File: config.mk
export PLATFORM = sky130hd
export DESIGN_NAME = disp_chan_sched_flat
export DESIGN_NICKNAME = d
export VERILOG_FILES = /design/src/rtl/disp_chan_sched_if.sv /design/src/rtl/disp_chan_sched.sv /design/src/flat_wrapper.sv
export SDC_FILE = /design/constraint.sdc
export NUM_CORES = 1
export LEC_CHECK = 0
export ABC_AREA = 1
export CAP_MARGIN = 20
export CORE_MARGIN = 3
export CORE_UTILIZATION = 40
export DETAILED_ROUTE_END_ITERATION = 7
export SLEW_MARGIN = 20
export SYNTH_ARGS = -nofsm -noshare
export SYNTH_HDL_FRONTEND = slang
export SYNTH_SLANG_ARGS = --single-unit
File: constraint.sdc
create_clock -name clk -period 3.2 [get_ports clk]
set_input_delay 0.32 -clock clk [delete_from_list [all_inputs] [get_ports clk]]
set_output_delay 0.32 -clock clk [all_outputs]
set_load 0.05 [all_outputs]
File: src/rtl/disp_chan_sched_if.sv
// Control/status bundle between the button/switch front end and the display-mux channel scheduler.
// Optional DISP_SCHED_LED_EN adds the led_out one-hot channel indicator.
interface disp_chan_sched_if;
  logic [7:0] ch_mask;
  logic       auto;
  logic       freeze;
  logic       step;
  logic       back;
  logic [2:0] Test;
  logic       EN;
  logic       chg;
`ifdef DISP_SCHED_LED_EN
  logic [7:0] led_out;
`endif

  modport master (
    output ch_mask, auto, freeze, step, back,
`ifdef DISP_SCHED_LED_EN
    input  led_out,
`endif
    input  Test, EN, chg
  );

  modport slave (
    input  ch_mask, auto, freeze, step, back,
`ifdef DISP_SCHED_LED_EN
    output led_out,
`endif
    output Test, EN, chg
  );
endinterface

File: src/rtl/disp_chan_sched.sv
// Channel scheduler for the 8-channel display mux: auto dwell scan or manual step/back.
// Define DISP_SCHED_LED_EN to add the registered one-hot led_out indicator.
module disp_chan_sched #(
  parameter int unsigned DWELL_CYC = 50000000,
  parameter int unsigned CNT_W     = 26
) (
  input logic               clk,
  input logic               rst,
  disp_chan_sched_if.slave  bus
);

  typedef enum logic {S_EMPTY, S_ACTIVE} state_t;

  state_t           r_state, w_state_nxt;
  logic [2:0]       r_test, w_test_nxt;
  logic             r_chg;
  logic [CNT_W-1:0] r_cnt, w_cnt_nxt;
  logic             r_step_q, r_back_q;
  logic             w_step_edge, w_back_edge;
  logic [2:0]       w_next, w_prev;

  // Nearest enabled channel in the given direction with mod-8 wrap; c itself if it is the only one.
  function automatic logic [2:0] f_scan(input logic [2:0] c, input logic [7:0] m, input logic up);
    logic [2:0] res;
    logic [2:0] cand;
    logic       found;
    res   = c;
    found = 1'b0;
    for (int unsigned i = 1; i < 8; i++) begin
      cand = up ? c + 3'(i) : c - 3'(i);
      if (m[cand] && !found) begin
        res   = cand;
        found = 1'b1;
      end
    end
    return res;
  endfunction

  assign w_step_edge = bus.step & ~r_step_q;
  assign w_back_edge = bus.back & ~r_back_q;
  assign w_next      = f_scan(r_test, bus.ch_mask, 1'b1);
  assign w_prev      = f_scan(r_test, bus.ch_mask, 1'b0);

  always_comb begin
    w_state_nxt = r_state;
    w_test_nxt  = r_test;
    w_cnt_nxt   = r_cnt;
    case (r_state)
      S_EMPTY: begin
        w_cnt_nxt = '0;
        if (bus.ch_mask != '0) begin
          w_state_nxt = S_ACTIVE;
          if (!bus.ch_mask[r_test]) w_test_nxt = w_next;
        end
      end
      default: begin
        if (bus.ch_mask == '0) begin
          w_state_nxt = S_EMPTY;
          w_cnt_nxt   = '0;
        end else if (!bus.ch_mask[r_test]) begin
          w_test_nxt = w_next;
          w_cnt_nxt  = '0;
        end else if (w_step_edge && w_back_edge) begin
          // Simultaneous edges cancel: channel and dwell count both hold.
          w_cnt_nxt = r_cnt;
        end else if (w_step_edge) begin
          w_test_nxt = w_next;
          w_cnt_nxt  = '0;
        end else if (w_back_edge) begin
          w_test_nxt = w_prev;
          w_cnt_nxt  = '0;
        end else if (!bus.auto) begin
          w_cnt_nxt = '0;
        end else if (!bus.freeze) begin
          if (r_cnt == CNT_W'(DWELL_CYC - 1)) begin
            w_test_nxt = w_next;
            w_cnt_nxt  = '0;
          end else begin
            w_cnt_nxt = r_cnt + 1'b1;
          end
        end
      end
    endcase
  end

  always_ff @(posedge clk or posedge rst) begin
    if (rst) begin
      r_state  <= S_EMPTY;
      r_test   <= '0;
      r_chg    <= 1'b0;
      r_cnt    <= '0;
      r_step_q <= 1'b0;
      r_back_q <= 1'b0;
    end else begin
      r_state  <= w_state_nxt;
      r_test   <= w_test_nxt;
      r_chg    <= (w_test_nxt != r_test);
      r_cnt    <= w_cnt_nxt;
      r_step_q <= bus.step;
      r_back_q <= bus.back;
    end
  end

  assign bus.Test = r_test;
  assign bus.EN   = (r_state == S_ACTIVE);
  assign bus.chg  = r_chg;

`ifdef DISP_SCHED_LED_EN
  logic [7:0] r_led;

  always_ff @(posedge clk or posedge rst) begin
    if (rst) r_led <= '0;
    else     r_led <= (w_state_nxt == S_ACTIVE) ? (8'd1 << w_test_nxt) : '0;
  end

  assign bus.led_out = r_led;
`endif

endmodule
File: src/flat_wrapper.sv
// flat-port wrapper written by rule: the top's interface ports become plain ports
module disp_chan_sched_flat 
#(
  parameter int unsigned DWELL_CYC = 50000000,
  parameter int unsigned CNT_W     = 26
)
  (clk, rst, bus_ch_mask, bus_auto, bus_freeze, bus_step, bus_back, bus_Test, bus_EN, bus_chg);
  disp_chan_sched_if bus_i ();
  input logic clk;
  input logic rst;
  input wire logic [$bits(bus_i.ch_mask)-1:0] bus_ch_mask;
  input wire logic [$bits(bus_i.auto)-1:0] bus_auto;
  input wire logic [$bits(bus_i.freeze)-1:0] bus_freeze;
  input wire logic [$bits(bus_i.step)-1:0] bus_step;
  input wire logic [$bits(bus_i.back)-1:0] bus_back;
  output wire logic [$bits(bus_i.Test)-1:0] bus_Test;
  output wire logic [$bits(bus_i.EN)-1:0] bus_EN;
  output wire logic [$bits(bus_i.chg)-1:0] bus_chg;
  assign bus_i.ch_mask = bus_ch_mask;
  assign bus_i.auto = bus_auto;
  assign bus_i.freeze = bus_freeze;
  assign bus_i.step = bus_step;
  assign bus_i.back = bus_back;
  assign bus_Test = bus_i.Test;
  assign bus_EN = bus_i.EN;
  assign bus_chg = bus_i.chg;
  disp_chan_sched #(.DWELL_CYC(DWELL_CYC), .CNT_W(CNT_W)) u_core (.clk(clk), .rst(rst), .bus(bus_i));
endmodule
==> flow_metrics.tcl <==
set metrics [dict create \
    outcome "finished clean" \
    cts_max_path_buffers 2 \
    fp.coreArea_um2 6910 \
    grt_pass1_wl_um 13000 \
    cts_sinks 33 \
    die_y_um 91.1 \
    drcViolationCount 0 \
    area_delta_synth_final_pct 15.7 \
    fillers 724 \
    gp_congestion 0.913 \
    clk_pin_slew_ps 70 \
    dieArea_um2 8290 \
    drtAntennaViolNets 0 \
    syn_area_um2 2900 \
    crit_type "reg2reg" \
    port_buffers 18 \
    path_max_fanout 10 \
    avgRoutedWirePerCell_um 13.2 \
    mappedNetlistNets 482 \
    final_cell_mix "nand2_1, nand3_1, nor2_1" \
    rows 30 \
    synth_edf_count 0 \
    ys_seq_area_share_pct 28.5 \
    fmax_mhz 341 \
    synth_ff_type "dfrtp_1" \
    finalNetCount 509 \
    ir_drop_uv 455 \
    yosysWarningCount 0 \
    antenna_cells 0 \
    fin_area_um2 3350 \
    crit_path_end_kind "flip-flop" \
    reg2reg_depth 22 \
    cap_violations 0 \
    dr.pass1.iters 5 \
    start_util_pct 41.9 \
    ys_seq_elements 33 \
    grt_max_degree 34 \
    numCtsBuffers 5 \
    relSlewSlack_pct 66.5 \
    synth_area_per_cell_um2 6.23 \
    utilization_pct 48.5 \
    viasPerCell 5.11 \
    worstSetupStartpointType "flip-flop" \
    slew_viol_final 0 \
    post_dp_cell_area_um2 3210 \
    finClkSkew_ps 4.61 \
    antenna_found_initial 0 \
    drt_iter0_markers 187 \
    synthCells 465 \
    rsz0062_at_grt "yes" \
    track_usage_pct 19.1 \
    clock_latency_ps 280 \
    hold_ws_ps 426 \
    mostFrequentLayoutCell "nand2_1" \
    cp.required_ps 3370 \
    async_flop_share_pct 100 \
    p_per_area_nw_per_um2 1010 \
    die_w_um 91.1 \
    drive_above_1_share_pct 12.6 \
    cp.arrival_ps 3100 \
    num_vias 3007 \
    power_leakage_nw 1.51 \
    hold_viol_final 0 \
    fin_crit_sh_pct 91.5 \
    dpl.hpwl_um 6170 \
    grt_pass1_vias 2718 \
    clockRootBuffer "clkbuf_8" \
    io_pins 19 \
    setup_viol 0 \
    cts-htree-levels 2 \
    hold_path.class "in2async" \
    cts_tree "yes" \
    worstMarginPinSlew_ps 500 \
    yosysUniqueCellTypes 43 \
    finalWirelength_um 7780 \
    finalCriticalPeriod_ps 2930 \
    grt_overflow 0 \
]
## Yosys cell counts (2+ instances only)
master | n | share of area, %
ha_1 | 3 | 1.3
o21ai_0 | 13 | 2.2
buf_2 | 2 | 0.35
nor4_1 | 2 | 0.43
clkbuf_1 | 2 | 0.26
xor2_1 | 4 | 1.2
nand3_2 | 5 | 1.7
nor2_2 | 2 | 0.43
nand2_2 | 11 | 2.4
dfrtp_1 | 33 | 29
inv_2 | 13 | 1.7
buf_4 | 3 | 0.78
nor2_4 | 4 | 1.6
nor3_1 | 19 | 3.3
a21oi_1 | 21 | 3.6
nor2_1 | 53 | 6.9
or4_1 | 2 | 0.52
o21ai_1 | 3 | 0.52
nand2_1 | 131 | 17
nand3_1 | 53 | 9.2
o221a_2 | 2 | 0.78
inv_1 | 50 | 6.5
nand4_1 | 13 | 2.8
o211ai_1 | 2 | 0.52
## path summary, 6_finish.rpt
kind,startpoint,slack [ps],end
max,u_core.bus.Test[1],270,u_core.bus.chg
min reg2reg,u_core.r_cnt[0],510,u_core.r_cnt[0]
max in group asynchronous,rst,2450,u_core.bus.Test[1]
max reg2reg,u_core.bus.Test[1],270,u_core.bus.chg
min in group clk,bus_step,500,u_core.r_step_q
min,rst,430,u_core.bus.EN
## sequential cells by signal (all words and copies together) (netlist names)
signal           count
u_core.r_step_q      1
u_core.bus.chg       1
u_core.r_cnt        26
u_core.bus.EN        1
u_core.bus.Test      3
u_core.r_back_q      1
## per-layer routing
metal | routed length, um | GRT usage (%)
met5 | 0 | 0
met4 | 66 | 5.03
met3 | 336 | 2.40
met2 | 3330 | 28.8
met1 | 4040 | 28.6
## metrics by stage
step	power, mW	worst slack [ps]	cells	TNS (ps)
after floorplan	2.36	108	465	0
after global placement	2.92	-107	579	-897
after detailed placement	2.92	-182	579	-1610
after CTS	3.35	170	587	0
after global routing	3.72	-58.2	589	-58.2
final	3.37	271	589	0
## final cells by class
class / count / area, um2 / area share [%]
Timing Repair Buffer: 28 / 255 / 7.62
Sequential cell: 33 / 827 / 24.7
Multi-Input combinational cell: 360 / 1790 / 53.4
Clock buffer: 7 / 86.3 / 2.58
Clock inverter: 1 / 30.0 / 0.897
Inverter: 64 / 243 / 7.25
Tap cell: 96 / 120 / 3.59
## kinds of logic after synthesis
group / after synthesis / share of synthesized area [%]
simple gates: 301 / 48.2
compound gates: 51 / 10.4
buf+inv: 72 / 10.1
xor+xnor: 5 / 1.51
flops: 33 / 28.5
fa+ha+maj: 3 / 1.30
## worst max-delay path: stages, from the launching register on
cell	delay [ps]
dfrtp_2	470
inv_2	90
ha_1	390
inv_1	180
nand3_1	140
nand2_1	120
nor2_1	70
nor2_4	220
nand4_1	180
nor2_2	170
nor2_1	60
nand2_1	50
nand2_1	70
nand2_1	60
nand2_1	50
nand2_1	60
nand2_1	50
nand2_1	50
nand2_1	60
nand3_1	90
nand2_1	50
nand2_1	60
nand2_1	60
## report_power, final
group          internal (mW)  switching [mW]
Clock                  0.254           0.156
Sequential             0.452          0.0344
Combinational          0.796            1.68
## what timing repair did
action	4_1_cts	5_1_grt
hold buffers	0	0
gates resized for setup	1	3
setup endpoints to repair	10	5
setup buffers	0	2
Note: power is estimated with default switching activity, not from simulation.
